File: src/rtl/config_int_add_acc_pipe.sv
// config_int_add_acc_pipe
// Two-stage integer adder / accumulator with run-time LSB truncation.
// Stage 1 captures the truncated operands, the mode and a valid bit.
// Stage 2 captures the result, the signed-overflow flag and out_valid.
// One global advance enable stalls both stages together under backpressure,
// so in-flight transactions are never lost, duplicated or reordered.
// The accumulator follows the stage-2 result of every mode-1 transaction.
// acc_clr acts in the cycle it is seen, whether or not the pipe advances.
module config_int_add_acc_pipe #(
    parameter int DATA_PATH_BITWIDTH = 32,
    parameter int MAX_APX_BITWIDTH   = 16,
    parameter int SATURATE           = 0
) (
    input  logic                                    clk,
    input  logic                                    rst,
    input  logic                                    in_valid,
    output logic                                    in_ready,
    input  logic [DATA_PATH_BITWIDTH-1:0]           a,
    input  logic [DATA_PATH_BITWIDTH-1:0]           b,
    input  logic [$clog2(DATA_PATH_BITWIDTH+1)-1:0] apx_bits,
    input  logic                                    mode,
    input  logic                                    acc_clr,
    output logic                                    out_valid,
    input  logic                                    out_ready,
    output logic [DATA_PATH_BITWIDTH-1:0]           c,
    output logic                                    ovf
);

    localparam int DW = DATA_PATH_BITWIDTH;
    localparam int AW = $clog2(DATA_PATH_BITWIDTH + 1);
    localparam logic [AW-1:0] MAXK = AW'(MAX_APX_BITWIDTH);

    // Effective truncation count: anything above MAXK (including counts
    // beyond the data width) silently falls back to MAXK.
    function automatic logic [AW-1:0] clamp_k(input logic [AW-1:0] k);
        logic [AW-1:0] r;
        if (k > MAXK) begin
            r = MAXK;
        end else begin
            r = k;
        end
        return r;
    endfunction

    // Mask that keeps the upper bits and zeroes the low k bits.
    function automatic logic [DW-1:0] trunc_mask(input logic [AW-1:0] k);
        return {DW{1'b1}} << k;
    endfunction

    // Signed overflow: operands agree in sign, the sum disagrees.
    function automatic logic add_ovf(input logic [DW-1:0] x,
                                     input logic [DW-1:0] y,
                                     input logic [DW-1:0] s);
        return (x[DW-1] == y[DW-1]) && (s[DW-1] != x[DW-1]);
    endfunction

    // Clamp value for an overflowing sum; neg selects the most negative value.
    function automatic logic [DW-1:0] sat_value(input logic neg);
        logic [DW-1:0] r;
        if (neg) begin
            r = {1'b1, {(DW-1){1'b0}}};
        end else begin
            r = {1'b0, {(DW-1){1'b1}}};
        end
        return r;
    endfunction

    // Handshake and enables
    logic          en_s;
    logic          in_ready_s;
    logic          accept_s;
    logic          adv_s;

    // Truncation
    logic [AW-1:0] keff_s;
    logic [DW-1:0] mask_s;

    // Stage 1
    logic          s1_valid_q, s1_valid_d;
    logic [DW-1:0] s1_a_q, s1_a_d;
    logic [DW-1:0] s1_b_q, s1_b_d;
    logic          s1_mode_q, s1_mode_d;

    // Stage-2 datapath
    logic [DW-1:0] op_x_s;
    logic [DW-1:0] sum_s;
    logic          ovf_s;
    logic [DW-1:0] res_s;

    // Stage 2 and accumulator
    logic          out_valid_q, out_valid_d;
    logic [DW-1:0] c_q, c_d;
    logic          ovf_q, ovf_d;
    logic [DW-1:0] acc_q, acc_d;

    // Global advance enable and the input/stage-1 handshakes derived from it.
    always_comb begin
        en_s       = !out_valid_q || out_ready;
        in_ready_s = en_s && !rst;
        accept_s   = in_valid && in_ready_s;
        adv_s      = en_s && s1_valid_q;
    end

    // Effective truncation count and operand mask for the incoming transaction.
    always_comb begin
        keff_s = clamp_k(apx_bits);
        mask_s = trunc_mask(keff_s);
    end

    // Stage-1 next state: load truncated operands on acceptance, hold on stall.
    always_comb begin
        s1_valid_d = s1_valid_q;
        s1_a_d     = s1_a_q;
        s1_b_d     = s1_b_q;
        s1_mode_d  = s1_mode_q;
        if (en_s) begin
            s1_valid_d = accept_s;
            if (accept_s) begin
                s1_a_d    = a & mask_s;
                s1_b_d    = b & mask_s;
                s1_mode_d = mode;
            end else begin
                s1_a_d    = s1_a_q;
                s1_b_d    = s1_b_q;
                s1_mode_d = s1_mode_q;
            end
        end else begin
            s1_valid_d = s1_valid_q;
        end
    end

    // Stage-2 arithmetic: pick the second operand, add, detect and handle overflow.
    // A clear coinciding with a mode-1 update makes the accumulator read as zero.
    always_comb begin
        op_x_s = s1_b_q;
        if (s1_mode_q) begin
            if (acc_clr) begin
                op_x_s = {DW{1'b0}};
            end else begin
                op_x_s = acc_q;
            end
        end else begin
            op_x_s = s1_b_q;
        end
        sum_s = op_x_s + s1_a_q;
        ovf_s = add_ovf(op_x_s, s1_a_q, sum_s);
        if (ovf_s && (SATURATE != 0)) begin
            res_s = sat_value(s1_a_q[DW-1]);
        end else begin
            res_s = sum_s;
        end
    end

    // Stage-2 next state: capture the result when stage 1 advances, hold on stall.
    always_comb begin
        out_valid_d = out_valid_q;
        c_d         = c_q;
        ovf_d       = ovf_q;
        if (en_s) begin
            out_valid_d = s1_valid_q;
            if (s1_valid_q) begin
                c_d   = res_s;
                ovf_d = ovf_s;
            end else begin
                c_d   = c_q;
                ovf_d = ovf_q;
            end
        end else begin
            out_valid_d = out_valid_q;
        end
    end

    // Accumulator next state: follow mode-1 results, otherwise honour acc_clr.
    always_comb begin
        acc_d = acc_q;
        if (adv_s && s1_mode_q) begin
            acc_d = res_s;
        end else if (acc_clr) begin
            acc_d = {DW{1'b0}};
        end else begin
            acc_d = acc_q;
        end
    end

    // Stage-1 registers with synchronous reset.
    always_ff @(posedge clk) begin
        if (rst) begin
            s1_valid_q <= 1'b0;
            s1_a_q     <= {DW{1'b0}};
            s1_b_q     <= {DW{1'b0}};
            s1_mode_q  <= 1'b0;
        end else begin
            s1_valid_q <= s1_valid_d;
            s1_a_q     <= s1_a_d;
            s1_b_q     <= s1_b_d;
            s1_mode_q  <= s1_mode_d;
        end
    end

    // Stage-2 registers with synchronous reset.
    always_ff @(posedge clk) begin
        if (rst) begin
            out_valid_q <= 1'b0;
            c_q         <= {DW{1'b0}};
            ovf_q       <= 1'b0;
        end else begin
            out_valid_q <= out_valid_d;
            c_q         <= c_d;
            ovf_q       <= ovf_d;
        end
    end

    // Accumulator register with synchronous reset.
    always_ff @(posedge clk) begin
        if (rst) begin
            acc_q <= {DW{1'b0}};
        end else begin
            acc_q <= acc_d;
        end
    end

    assign in_ready  = in_ready_s;
    assign out_valid = out_valid_q;
    assign c         = c_q;
    assign ovf       = ovf_q;

endmodule

File: config.mk
export PLATFORM = sky130hd
export DESIGN_NAME = config_int_add_acc_pipe
export DESIGN_NICKNAME = d
export VERILOG_FILES = /design/src/rtl/config_int_add_acc_pipe.sv
export SDC_FILE = /design/constraint.sdc
export NUM_CORES = 1
export LEC_CHECK = 0
export CAP_MARGIN = 20
export CORE_MARGIN = 1
export CORE_UTILIZATION = 50
export CTS_CLUSTER_DIAMETER = 120
export CTS_CLUSTER_SIZE = 20
export DETAILED_ROUTE_END_ITERATION = 7
export DONT_BUFFER_PORTS = 1
export GPL_ROUTABILITY_DRIVEN = 0
export PLACE_DENSITY = 0.75
export SYNTH_ARGS = -nofsm -noshare
export SYNTH_HDL_FRONTEND = slang
export SYNTH_SLANG_ARGS = --single-unit
File: constraint.sdc
create_clock -name clk -period 4.5 [get_ports clk]
set_input_delay 0.9 -clock clk [delete_from_list [all_inputs] [get_ports clk]]
set_output_delay 0.9 -clock clk [all_outputs]
set_load 0.01 [all_outputs]
* Word level (Yosys, flattened, before mapping) *
Cells that the tools add are included.

storage, ports and cells
  input port bits = 76
  logic and storage cells = 29
  register bits after elaboration = 132

operators by class
  eq/ne operators = 2
  reduce and logical (&&, ||, !) cells = 10
  $lt $le $gt $ge = 1
  bitwise logic cells = 2
  muxes and demuxes = 4
  add/sub/neg operators = 1
  shift-type cells = 1

operator list
  cell                                                           count
  2-to-1 mux 32 bit                                              3
  bitwise AND 32 bit                                             2
  adder 32 bit                                                   1
  left shift 32 x 6 -> 32 bit, first input constant              1
  greater-than comparator 6 x 5 -> 1 bit, second input constant  1
  2-to-1 mux 6 bit                                               1
  logical AND 1 bit                                              5
  AND reduction 2 bit                                            2
  zero test 1 bit                                                2
  equality test 1 bit                                            1
  logical OR 1 bit                                               1
  != test 1 bit                                                  1

* Depth between registers and ports, before layout *
Gate-level depths: netlist of run 1.

  depth in word-level cells = 5
  mapped depth = 15
  mapped depth without buffers = 13

* Worst setup path after synthesis of run 1 *
Ideal clock, no wire load.

  path kind = input to register
  start = in acc_clr
  end = reg c_q[31] (netlist: c[31])
  arrival = 3.375 ns
  buffers on the path = 3
  library setup time = 0.122 ns
  path slack = 1.003 ns
  stages = 15
  cells stage by stage = inv_1 clkbuf_1 buf_1 nand3_1 o21ai_0 ha_1 buf_6 a21oi_2 nand2_1 o21ai_1 a31oi_1 a211oi_2 o21a_4 nor3_1 a311o_1

between the ends
  longest elaborated chain between the ends = 3

RTL lines
  element               line  source
  start, declared       22    input logic acc_clr,
  2-to-1 mux 32 bit     137   if (acc_clr) begin
  2-to-1 mux 32 bit     136   if (s1_mode_q) begin
  adder 32 bit          145   sum_s = op_x_s + s1_a_q;
  end signal, assigned  204   c_q <= {DW{1'b0}};
  end, declared         92    logic [DW-1:0] c_q, c_d;

Every way passes these cells.
A chain may end at the register's enable or synchronous reset.

* Worst setup path in the final report of run 1 *
  start = reg s1_mode_q
  end = reg acc_q[31]

between the ends
  longest elaborated chain between the ends = 3

RTL lines
  element                 line  source
  start, declared         82    logic s1_mode_q, s1_mode_d;
  start signal, assigned  196   s1_mode_q <= s1_mode_d;
  2-to-1 mux 32 bit       136
  adder 32 bit            145
  2-to-1 mux 32 bit *     176   if (adv_s && s1_mode_q) begin
  end signal, assigned    216   acc_q <= {DW{1'b0}};
  end, declared           94    logic [DW-1:0] acc_q, acc_d;

Mark *: on every way between the ends. The rest lies on a longest branch, timed or not.

==> metrics.md, run 1 <==
| Metric | Value |
|---|---|
| Leakage | `3.090 nW` |
| Sequential fraction of the synthesis area | `36.25%` |
| Startpoint types | `flip-flop` |
| CTS clock-pin slew for the worst setup and hold paths | `0.05 ns` |
| FILL cells | `1,353` |
| Number of flops mapped to enable cells by yosys | `0` |
| RSZ-0062 raised after global routing | `false` |
| Vias in the first global route | `5,572` |
| PnR worst setup slack | `0.9861 ns` |
| Antenna violations before repair | `0` |
| Placed cell areas | `0.007211 mm²` |
| ANT cells | `0` |
| Maxcap violations | `0` |
| Cts repair resizes | `0` |
| NumNets Final | `957` |
| CTS buffer count | `17` |
| Number of hold buffers added after CTS | `0` |
| Fmax | `284.6 MHz` |
| Setup TNS | `0 ns` |
| Fin crit share | `78.09%` |
| WP data required | `4.80 ns` |
| Post-CTS Setup Inserts | `0` |
| Cells along the critical path | `buf_4 -> mux2_2 -> ha_1 -> nand2_1 -> nor3_2 -> nand2_1 -> a31oi_1 -> a211oi_2 -> o21a_4 -> and3b_1 -> a311o_1` |
| Clk Latency, worst-skew pair | `0.42 ns` |
| Cell taking the most area after synthesis | `dfxtp_1` |
| Gr usage total | `26.14%` |
| PwrDens | `353.3 mW/mm²` |
| Yosys cell types | `81` |
| Post-synth ARST share | `0%` |
| FF-to-FF Start | `s1_mode_q` |
| Crit path max fanout | `22` |
| # setup viols final | `0` |
| First-pass GRT wire length | `30.10 mm` |
| Vias per Instance | `6.074` |
| Final WL | `19.05 mm` |
| Most numerous cell on the critical path | `nand2_1` |
| Clk root buf | `clkbuf_16` |
| Most used DFF post-synth | `dfxtp_1` |
| Seq cells post-synth | `132` |
| Width of the die | `122.7 µm` |
| CTS tree | `built` |
| Top-count cell post-synth | `nand2_1` |
| Crit path max-delay family | `compound AO/OA/AOI/OAI gates` |
| Avg Cell Area, Syn | `8.227 µm²` |
| Die ar. | `0.01507 mm²` |
| 1st-pass router iterations | `5` |
| Clock tree buffer depth | `2` |
| Grt ovf | `0` |
| Largest net degree at the start of global routing | `82` |
| Port bufs | `0` |
| Top post-synthesis cells by count | `nand2_1 (160), dfxtp_1 (132), a21oi_1 (74)` |
| Mapped Nets | `994` |
| Final Hold Fails | `0` |
| Largest cells by area after synthesis | `dfxtp_1 (36%), nand2_1 (8.2%), ha_1 (5.3%), a21oi_1 (5.1%), o21ai_0 (3.4%)` |
| # clock sinks | `132` |
| Total number of vias | `6,317` |
| Hold crit path type | `reg -> reg` |
| Initial core utilization | `51.91%` |
| CP startpoint | `s1_mode_q` |
| Post-Syn Area | `0.007289 mm²` |
| Row cnt | `43` |
| Core Area | `0.01404 mm²` |
| Fin. max-slew vios | `0` |
| Slowest cell on the critical path | `dfxtp_1` |
| Htree depth | `4` |
| Fraction of layout instances using a drive strength above 1 | `11.05%` |
| Crit path arrival time | `3.81 ns` |
| Worst hold path startpoint | `s1_a_q[15]` |
| Skew final | `0.006384 ns` |
| Crit path capture type | `flip-flop` |
| # DRC | `0` |
| Peak VDD IR | `239.3 µV` |
| Avg WL per Cell | `18.31 µm` |
| CP bufs+invs | `1` |
| Gate Count Post-Synth | `886` |
| Die Y | `122.7 µm` |
| Critical Path Max Stage Delay | `0.74 ns` |
| Slew @ Worst Pin | `0.9717 ns` |
| Critical path type | `reg -> reg` |
| Slew headroom | `34.98%` |
| Fin crit period | `3.514 ns` |
| Synth top area share | `36.25%` |
| Synth-to-Final Area Change | `5.956%` |
| Pre-CTS setup slack | `0.8794 ns` |
| Status | `finished clean` |
| ANT nets after route | `0` |
| Post-detail-place hpwl | `13.88 mm` |
| Initial DRC count | `669` |
| # IOs | `111` |
| Synth Warn # | `0` |
| Post-route cell area | `0.007724 mm²` |
-- worst register-to-register path: stages, from the launching register on --
cell	delay, ns
dfxtp_1	0.74
buf_4	0.39
mux2_2	0.37
ha_1	0.43
nand2_1	0.16
nor3_2	0.22
nand2_1	0.10
a31oi_1	0.20
a211oi_2	0.09
o21a_4	0.25
and3b_1	0.16
a311o_1	0.28
-- placed cells by master (no fill, tap or decap), drive strengths merged, types with 7 or more instances in the layout --
cell type	synthesis	routed
ha	31	31
dfxtp	132	132
inv	18	18
a31oi	13	13
o21ai	57	57
xor2	9	9
a22o	16	16
nand4	15	15
and3	11	11
a22oi	10	10
nor2b	26	26
a21oi	80	80
mux2	16	16
xnor2	14	14
o31ai	10	10
o21bai	7	7
buf	25	9
a31o	8	8
nor3	12	12
a21o	16	16
nand3	39	39
a211oi	7	7
nor2	44	44
clkbuf	38	25
nand2	162	162
-- power by group --
group / internal (mW) / switching (mW)
logic: 0.0960 / 0.182
clock network: 0.736 / 0.466
registers: 1.21 / 0.0369
total: 2.04 / 0.685
-- state kept, by name, indices dropped and copies added, names as in the netlist --
signal	cells
acc_q	32
c	32
out_valid	1
ovf	1
s1_a_q	32
s1_b_q	32
s1_mode_q	1
s1_valid_q	1
-- metal layers --
layer	share of wire, %	global-route usage [%]	vias up
met5	0	0	-
met4	1.6	8.613	0
met3	10	7.481	31
met2	39	34.45	276
met1	49	39.75	2939
li1	-	-	3071
-- worst paths after layout --
| check | endpoint | slack (ns) | depth (start not counted) |
|---|---|---|---|
| hold / removal | s1_a_q[15] | 0.45 | 2 |
| setup reg to reg | acc_q[31] | 0.99 | 11 |
| hold reg to reg | s1_a_q[15] | 0.45 | 2 |
| setup / recovery | acc_q[31] | 0.99 | 11 |
-- metrics by stage --
stage / std cells / hold slack, ns / utilization, % / power [mW]
after floorplan: 886 / 0.4294 / - / 1.503
after global placement: 1010 / 0.4347 / 51.35 / 1.540
after detailed placement: 1010 / 0.4478 / 51.35 / 1.544
after CTS: 1040 / 0.4558 / 55.00 / 2.738
after global routing: 1040 / 0.4715 / 55.00 / 2.831
final: 1040 / 0.4526 / 55.00 / 2.729
-- cells by family (layout without fill, tap and decap cells) --
family,count (synthesis),in the layout,synth area share [%]
AOI/OAI and AO/OA,256,256,24.17
DFF,132,132,36.25
adders and majority gates,32,32,5.596
xor gates and xnor gates,23,23,2.764
muxes,21,21,3.158
buffers and inverters,83,57,6.042
and+or+nand+nor,339,339,22.02
-- final cells by class --
type | instances | area, µm² | area share, %
timing repair buffer | 9 | 67.56 | 0.8748
sequential | 132 | 2643 | 34.21
tap | 180 | 225.2 | 2.916
clock buffer | 25 | 485.5 | 6.285
inverter | 18 | 67.56 | 0.8748
clock inverter | 5 | 27.53 | 0.3564
multi-input combinational | 671 | 4208 | 54.48
No activity file was read; power rests on OpenSTA's default activity.
==> inputs of run 2 (changes only) <==
Settings changed: PLACE_DENSITY 0.75 to 0.78.
Clock period 4.5 ns to 2.9 ns, I/O delays scaled along.
==> metrics.md, run 2 (same netlist as run 1, synthesis figures left out) <==
| Metric | Value |
|---|---|
| Critical Path Max Stage Delay | `0.39 ns (was 0.74 ns)` |
| FILL cells | `1,103 (was 1,353)` |
| Most numerous cell on the critical path | `buf_12 (was nand2_1)` |
| Leakage | `3.507 nW (was 3.090 nW)` |
| WP data required | `3.21 ns (was 4.80 ns)` |
| Grt ovf | `0 (unchanged)` |
| RSZ-0062 raised after global routing | `true (was false)` |
| Crit path max fanout | `13 (was 22)` |
| Fin crit share | `104.7% (was 78.09%)` |
| Final Non-Filler Cells | `1,114 (was 1,040)` |
| Combinational group share of total power | `12.2% (was 10.2%)` |
| First-pass GRT wire length | `31.36 mm (was 30.10 mm)` |
| Clk root buf | `clkbuf_16 (unchanged)` |
| Gr usage total | `27.26% (was 26.14%)` |
| CP bufs+invs | `3 (was 1)` |
| # setup viols final | `8 (was 0)` |
| Initial DRC count | `790 (was 669)` |
| Setup TNS | `-0.3327 ns (was 0 ns)` |
| Most common cell after layout, fill and taps aside | `nand2_1 (unchanged)` |
| PnR worst setup slack | `-0.1368 ns (was 0.9861 ns)` |
| Total number of vias | `6,825 (was 6,317)` |
| CTS tree | `built (unchanged)` |
| Vias in the first global route | `5,953 (was 5,572)` |
| # DRC | `0 (unchanged)` |
| Most frequent cells in the layout | `nand2_1 (159), dfxtp_1 (131), buf_4 (76) (was nand2_1 (160), dfxtp_1 (132), a21oi_1 (74))` |
| Total power | `4.641 mW (was 2.729 mW)` |
| Post-detail-place hpwl | `14.40 mm (was 13.88 mm)` |
| Initial core utilization | `51.91% (unchanged)` |
| Placed cell areas | `0.007734 mm² (was 0.007211 mm²)` |
| Final Hold Fails | `0 (unchanged)` |
| Slew headroom | `53.05% (was 34.98%)` |
| Largest net degree at the start of global routing | `82 (unchanged)` |
| Slew @ Worst Pin | `0.7025 ns (was 0.9717 ns)` |
| Crit path arrival time | `3.35 ns (was 3.81 ns)` |
| ANT nets after route | `0 (unchanged)` |
| CTS clock-pin slew for the worst setup and hold paths | `0.06 ns (was 0.05 ns)` |
| Cells along the critical path | `buf_12 -> buf_12 -> mux2_4 -> ha_4 -> buf_4 -> nand2_1 -> nor2_1 -> o21ai_2 -> a31oi_1 -> a211oi_2 -> o21a_4 -> and3b_1 -> a311o_1 (was buf_4 -> mux2_2 -> ha_1 -> nand2_1 -> nor3_2 -> nand2_1 -> a31oi_1 -> a211oi_2 -> o21a_4 -> and3b_1 -> a311o_1)` |
| Clock tree buffer depth | `2 (unchanged)` |
| Hold crit path type | `in -> reg (was reg -> reg)` |
| Status | `complete, but fails checks (was finished clean)` |
| Post-route cell area | `0.008793 mm² (was 0.007724 mm²)` |
| PwrDens | `527.7 mW/mm² (was 353.3 mW/mm²)` |
| Clock power share | `46.1% (was 44.0%)` |
| Inst Count DP | `1,071 (was 1,010)` |
| Fraction of layout instances using a drive strength above 1 | `23.23% (was 11.05%)` |
| Final Util | `62.62% (was 55.00%)` |
| Avg WL per Cell | `19.31 µm (was 18.31 µm)` |
| Htree depth | `4 (unchanged)` |
| Skew final | `0.01432 ns (was 0.006384 ns)` |
| Failing checks | `negative setup slack` |
| Row cnt | `43 (unchanged)` |
| Synth-to-Final Area Change | `20.63% (was 5.956%)` |
| Port bufs | `0 (unchanged)` |
| Die Y | `122.7 µm (unchanged)` |
| R2R setup slack | `-0.14 ns (was 0.99 ns)` |
| Vias per Instance | `6.127 (was 6.074)` |
| Width of the die | `122.7 µm (unchanged)` |
| Maxcap violations | `0 (unchanged)` |
| 1st-pass router iterations | `5 (unchanged)` |
| Final WL | `21.51 mm (was 19.05 mm)` |
| Die ar. | `0.01507 mm² (unchanged)` |
| CTS buffer count | `17 (unchanged)` |
| Power share of the sequential group | `41.7% (was 45.8%)` |
| P_sw | `1.192 mW (was 685.2 µW)` |
| Fmax | `329.3 MHz (was 284.6 MHz)` |
| Crit path max-delay family | `compound AO/OA/AOI/OAI gates (unchanged)` |
| Slowest cell on the critical path | `dfxtp_4 (was dfxtp_1)` |
| ANT cells | `0 (unchanged)` |
| Number of hold buffers added after CTS | `0 (unchanged)` |
| # clock sinks | `132 (unchanged)` |
| Crit path capture type | `flip-flop (unchanged)` |
| Clk Latency, worst-skew pair | `0.43 ns (was 0.42 ns)` |
| # IOs | `111 (unchanged)` |
| Fin crit period | `3.037 ns (was 3.514 ns)` |
| Antenna violations before repair | `0 (unchanged)` |
| Peak VDD IR | `437.5 µV (was 239.3 µV)` |
| Startpoint types | `flip-flop (unchanged)` |
| Internal power | `3.448 mW (was 2.043 mW)` |
| NumNets Final | `1,029 (was 957)` |
| Critical path type | `reg -> reg (unchanged)` |
| Core Area | `0.01404 mm² (unchanged)` |
| Fin. max-slew vios | `0 (unchanged)` |
| Sw frac | `25.69% (was 25.11%)` |
[run 2: metal layers]
| layer | vias up | wire length [µm] | track usage [%] |
|---|---|---|---|
| met3 | 43 | 2439 | 7.667 |
| li1 | 3251 | - | - |
| met5 | - | 0 | 0 |
| met2 | 397 | 9104 | 37.64 |
| met4 | 0 | 450 | 8.460 |
| met1 | 3134 | 9519 | 40.32 |
[run 2: final timing paths]
path,from,to,depth (start not counted)
worst min-delay path,rst,s1_valid_q,1
worst max-delay path,s1_mode_q,acc_q[31],13
worst max register to register,s1_mode_q,acc_q[31],13
worst min register to register,s1_b_q[7],s1_b_q[7],2
[run 2: what timing repair did]
item | CTS | global route
pin swaps | 6 | 29
endpoints found under the setup margin | 9 | 25
hold endpoints to repair | 0 | 0
cloned | 0 | 1
buffers inserted | 2 | 8
resized for setup | 9 | 55
[run 2: final cells by class]
cell class | count | area (µm²) | area share [%]
clock buffers | 21 | 470.5 | 5.350
flip-flops and latches | 132 | 2646 | 30.09
repair buffers | 81 | 661.9 | 7.527
clock inverters | 11 | 126.4 | 1.437
inverters | 18 | 67.56 | 0.7684
well taps | 180 | 225.2 | 2.561
multi-input cells | 671 | 4596 | 52.26
[run 2: through the flow]
step                hold WS (ns)  setup WS, ns
floorplan                 0.4294      -0.01932
global placement          0.4307      -0.06302
detailed placement        0.4385       -0.1544
CTS                       0.2090     -0.001056
global route              0.2077       -0.1633
finish                    0.2149       -0.1368
[run 2: power groups by stage]
stage	logic [mW]	clock network (mW)	registers, mW
finish	0.565	2.14	1.94
global route	0.608	2.25	1.94
CTS	0.507	2.15	1.93
detailed placement	0.495	0	1.97
global placement	0.489	0	1.97
floorplan	0.394	0	1.95
